File: src/rtl/fsm_batch_pkg.sv
// Shared encodings for the batch engine: FSM states and per-element operation modes.
package fsm_batch_pkg;

  typedef enum logic [2:0] {
    INIT     = 3'd0,
    GET_DATA = 3'd1,
    PROCESS  = 3'd2,
    OUTPUT   = 3'd3
  } state_e;

  typedef enum logic [1:0] {
    PASS    = 2'd0,
    ADD_IDX = 2'd1,
    REVERSE = 2'd2,
    SAT_DBL = 2'd3
  } mode_e;

endpackage

File: src/rtl/batch_alu.sv
// Combinational per-element operation applied to each buffered word during PROCESS.
module batch_alu
  import fsm_batch_pkg::*;
#(
  parameter int DATA_W = 6,
  parameter int CNT_W  = 4
) (
  input  logic [DATA_W-1:0] x,
  input  logic [CNT_W-1:0]  idx,
  input  mode_e             mode,
  output logic [DATA_W-1:0] y
);

  // Sum is formed at the wider of the two widths so the index is never truncated before the add.
  localparam int SUM_W = (DATA_W > CNT_W) ? DATA_W : CNT_W;

  logic [SUM_W-1:0] sum;

  assign sum = SUM_W'(x) + SUM_W'(idx);

  always_comb begin
    y = x;
    case (mode)
      ADD_IDX: y = sum[DATA_W-1:0];
      SAT_DBL: y = x[DATA_W-1] ? {DATA_W{1'b1}} : {x[DATA_W-2:0], 1'b0};
      default: y = x;
    endcase
  end

endmodule

File: src/rtl/fsm_batch_engine.sv
// Collect DEPTH words, transform each in place by mode, then stream them out with backpressure.
// Handshake: a word moves on any rising edge where valid && ready; ready/valid depend only on state.
module fsm_batch_engine
  import fsm_batch_pkg::*;
#(
  parameter int DATA_W = 6,
  parameter int DEPTH  = 8,
  localparam int CNT_W = $clog2(DEPTH) + 1
) (
  input  logic              clk,
  input  logic              rst,
  input  logic [1:0]        mode,
  input  logic [DATA_W-1:0] in_data,
  input  logic              in_valid,
  output logic              in_ready,
  output logic [DATA_W-1:0] out_data,
  output logic              out_valid,
  input  logic              out_ready,
  output logic              done,
  output logic [2:0]        state,
  output logic [CNT_W-1:0]  offset_cnt
);

  localparam int IDX_W = $clog2(DEPTH);
  localparam logic [CNT_W-1:0] LAST = CNT_W'(DEPTH - 1);

  state_e             state_q, state_d;
  logic [CNT_W-1:0]   cnt_q, cnt_d;
  mode_e              mode_q, mode_d;
  logic               done_q, done_d;

  logic [DATA_W-1:0]  buf_q [DEPTH];
  logic               wr_en;
  logic [IDX_W-1:0]   wr_idx;
  logic [DATA_W-1:0]  wr_data;
  logic [DATA_W-1:0]  alu_y;
  logic [CNT_W-1:0]   rd_cnt;

  batch_alu #(
    .DATA_W (DATA_W),
    .CNT_W  (CNT_W)
  ) u_alu (
    .x    (buf_q[cnt_q[IDX_W-1:0]]),
    .idx  (cnt_q),
    .mode (mode_q),
    .y    (alu_y)
  );

  always_ff @(posedge clk) begin
    if (rst) begin
      state_q <= INIT;
      cnt_q   <= '0;
      mode_q  <= PASS;
      done_q  <= 1'b0;
    end else begin
      state_q <= state_d;
      cnt_q   <= cnt_d;
      mode_q  <= mode_d;
      done_q  <= done_d;
    end
  end

  // Buffer contents are don't-care after reset, so no reset branch.
  always_ff @(posedge clk) begin
    if (!rst && wr_en) buf_q[wr_idx] <= wr_data;
  end

  always_comb begin
    state_d = state_q;
    cnt_d   = cnt_q;
    mode_d  = mode_q;
    done_d  = 1'b0;
    wr_en   = 1'b0;
    wr_idx  = cnt_q[IDX_W-1:0];
    wr_data = in_data;
    case (state_q)
      INIT: begin
        if (in_valid) begin
          wr_en   = 1'b1;
          wr_idx  = '0;
          mode_d  = mode_e'(mode);
          cnt_d   = CNT_W'(1);
          state_d = GET_DATA;
        end
      end
      GET_DATA: begin
        if (in_valid) begin
          wr_en = 1'b1;
          if (cnt_q == LAST) begin
            cnt_d   = '0;
            state_d = PROCESS;
          end else begin
            cnt_d = cnt_q + 1'b1;
          end
        end
      end
      PROCESS: begin
        wr_en   = 1'b1;
        wr_data = alu_y;
        if (cnt_q == LAST) begin
          cnt_d   = '0;
          state_d = OUTPUT;
        end else begin
          cnt_d = cnt_q + 1'b1;
        end
      end
      OUTPUT: begin
        if (out_ready) begin
          if (cnt_q == LAST) begin
            cnt_d   = '0;
            done_d  = 1'b1;
            state_d = INIT;
          end else begin
            cnt_d = cnt_q + 1'b1;
          end
        end
      end
      default: begin
        cnt_d   = '0;
        state_d = INIT;
      end
    endcase
  end

  assign rd_cnt     = (mode_q == REVERSE) ? (LAST - cnt_q) : cnt_q;
  assign in_ready   = (state_q == INIT) || (state_q == GET_DATA);
  assign out_valid  = (state_q == OUTPUT);
  assign out_data   = out_valid ? buf_q[rd_cnt[IDX_W-1:0]] : '0;
  assign done       = done_q;
  assign state      = state_q;
  assign offset_cnt = cnt_q;

endmodule

File: config.mk
export PLATFORM = sky130hd
export DESIGN_NAME = fsm_batch_engine
export DESIGN_NICKNAME = d
export VERILOG_FILES = /design/src/rtl/fsm_batch_pkg.sv /design/src/rtl/batch_alu.sv /design/src/rtl/fsm_batch_engine.sv
export SDC_FILE = /design/constraint.sdc
export NUM_CORES = 1
export LEC_CHECK = 0
export ABC_AREA = 1
export CORE_MARGIN = 3
export CORE_UTILIZATION = 50
export CTS_BUF_LIST = sky130_fd_sc_hd__clkbuf_4
export DETAILED_ROUTE_END_ITERATION = 6
export PLACE_DENSITY = 0.7
export SLEW_MARGIN = 20
export SYNTH_ARGS = -nofsm -noshare
export SYNTH_HDL_FRONTEND = slang
export SYNTH_SLANG_ARGS = --single-unit
File: constraint.sdc
create_clock -name clk -period 5.6 [get_ports clk]
set_input_delay 1.4 -clock clk [delete_from_list [all_inputs] [get_ports clk]]
set_output_delay 1.4 -clock clk [all_outputs]
set_load 0.005 [all_outputs]
==> results.cfg <==
[sta]
finClkSkew_ps = 22.0
finalCriticalPeriod_ps = 4090
setup_viol = 0
slew_violations = 0
worstMarginPinSlew_ps = 789
finalSetupTns_ps = 0
rsz0062_at_grt = no
finalCritPeriodShare_pct = 73.0
relSlewSlack_pct = 47.2
whs_ps = 555
clock.fmax_mhz = 245
hold_violations = 0

[layout]
final_nets = 469
syn_to_final_growth_pct = 13.2
fin_cells = 528
layout-drive-gt1-share_pct = 7.54
fillers = 601
antenna_cells = 0

[yosys]
synth_fa_ha_area_share_pct = 4.18
synth-compound-area-share_pct = 11.0
syn_inst = 422
ys_seq_elements = 60
synth_top_area_share_pct = 41.5
synth_simple_gate_area_share_pct = 26.6
synth_edf_count = 48
synthTopCellsByArea = edfxtp_1 41%, nand2_1 11%, nand3_1 7.8%
synthMostInstantiatedCell = nand2_1
netlist_area_um2 = 3470
yosys_warnings = 0
synth_xor_area_share_pct = 1.19
synth.distinct_cells = 28
yosysTopAreaCell = edfxtp_1
synth_nets = 445
syn_area_per_cell_um2 = 8.23
ys_seq_area_share_pct = 48.4
asyncSetResetFlopFracSynth_pct = 0
synthTopCellsByCount = 99 x nand2_1, 54 x nand3_1, 53 x inv_1
muxShareOfSynthArea_pct = 0
synth_top_family_by_area = simple AND/OR/NAND/NOR gates
synthFlopType = edfxtp_1

[drt]
drc = 0
first_iter_violations = 256
ant_nets = 0
firstDrtPassIters = 5
via_per_inst = 5.67
wl_per_cell_um = 16.3
finalWirelength_mm = 8.63
dr_total_vias = 2995

[min_path]
min_path_cells = 2
hold_class = reg -> reg
hold_path_end = mode_q[1]
hold_start = mode_q[1]

[clock_network]
cts_resized = 0
clock_latency_ps = 420
path_clk_slew_ps = 100
cts.hold.buffers_added = 0
cts_root_buf = clkbuf_4
post_cts_buffers = 0
clockBufferDepth = 2
numCtsBuffers = 9
clock_sinks = 60
h-tree-depth = 3
cts_tree = yes

[die]
die-area_um2 = 7980
fp.dieH_um = 89.3
initial_core_util_pct = 53.2
num_rows = 29
core_area_um2 = 6530
ios = 28
die_x_um = 89.3

[global_route]
grt_overflow = 0
grt_max_degree = 25
grt_pass1_wl_mm = 13.8
grt_pass1_vias = 2801
grt_use_total_pct = 23.6
antenna_found_initial = 0

[power]
intPower_mw = 1.09
p_leak_nw = 1.61
pwr-share-seq_pct = 35.0
power_density_nw_per_um2 = 467
p_clk_share_pct = 21.1
switching_share_pct = 40.7
power_frac_comb_pct = 43.9
peakVddDrop_mv = 0.313
p_switching_mw = 0.747

[worst_setup_path]
crit_required_ps = 4200
critPathCaptureType = primary output
cp_slowest_stage_delay_ps = 600
worstReg2RegEnd = buf_q[1][4]
start_kind = flip-flop
arrival_ps = 2690
reg2reg_slack_ps = 2000
cpMaxStageDelayCell = dfxtp_1
cp_max_fo = 13
r2r_cells = 13
critical_path_class = reg -> out
path_cells = xor2_2 -> inv_2 -> o211ai_1 -> nand3_1 -> nand2_1 -> nor2_1 -> clkdlybuf4s50_1

[place]
gp_congestion = 0.859
dp_hpwl_mm = 6.28
portBuffers = 26
dp_cells = 512

[run]
drv_cap = 0

[run_status]
status = completed
-- stage by stage --
| step | instance area (µm²) | total power, mW | utilization [%] | setup WS, ps |
|---|---|---|---|---|
| final | 3930 | 1.84 | 60.2 | 1510 |
| after global routing | 3930 | 1.97 | 60.2 | 1310 |
| after CTS | 3930 | 1.83 | 60.2 | 1550 |
| after detailed placement | 3750 | 1.44 | 57.5 | 2010 |
| after global placement | 3750 | 1.44 | 57.5 | 2070 |
| after floorplan | 3470 | 1.22 | - | 2940 |
-- kinds of logic (layout without fill, tap and decap cells) --
group	after synthesis	in the layout
other cells	1	1
fa+ha+maj	11	11
flops	60	60
compound gates	65	65
xor+xnor	3	3
simple gates	212	212
buf+inv	70	99
-- registers in the layout, indices dropped and copies added (netlist names), named ones only --
register	count
buf_q	48
done	1
mode_q	2
offset_cnt	4
state	2
-- worst max path at each step --
stage | start | endpoint | slack [ps] | cells after the start
floorplan | offset_cnt[0] | out_data[2] | 2940 | 7
global placement | mode_q[1] | out_data[4] | 2070 | 10
detailed placement | offset_cnt[1] | out_data[2] | 2010 | 7
CTS | offset_cnt[1] | out_data[2] | 1550 | 7
global route | offset_cnt[1] | out_data[2] | 1310 | 7
finish | offset_cnt[1] | out_data[2] | 1510 | 7
-- routing by layer --
layer / wire length, µm / track usage [%]
met3: 582 / 4.61
met4: 237 / 10.6
met2: 4110 / 38.5
met5: 0 / 0
met1: 3700 / 30.3
-- layout by cell type, fill, tap and decap left out, types with 6 or more instances in the layout --
cell type / count
or2_2: 11
inv_1: 53
ha_1: 10
edfxtp_1: 48
o211ai_1: 16
nand2_1: 99
nor2_1: 36
a31oi_1: 6
dfxtp_1: 12
o21ai_0: 19
clkbuf_4: 10
clkdlybuf4s50_1: 26
nand3_1: 54
a21oi_1: 21
-- power by group through the flow --
stage               combinational, mW  sequential (mW)  clock [mW]
floorplan                       0.598            0.617           0
global placement                0.787            0.649           0
detailed placement              0.789            0.651           0
CTS                             0.796            0.641       0.388
global route                    0.908            0.652       0.408
finish                          0.806            0.642       0.387
-- critical path, delay by kind of cell, from the launching register on --
| family | cells | cell delay [ps] |
|---|---|---|
| xor gates and xnor gates | 1 | 600 |
| DFF | 1 | 600 |
| AOI/OAI and AO/OA | 1 | 150 |
| buffers and inverters | 2 | 700 |
| and+or+nand+nor | 3 | 230 |
-- layout make-up --
cell class,count,area (µm²),area share (%)
inverters,55,206,5.25
well taps,77,96.3,2.45
multi-input cells,292,1500,38.0
flip-flops and latches,60,1680,42.8
clock inverters,6,103,2.61
repair buffers,28,275,7.00
clock buffers,10,75.1,1.91
No activity file was read; power rests on OpenSTA's default activity.
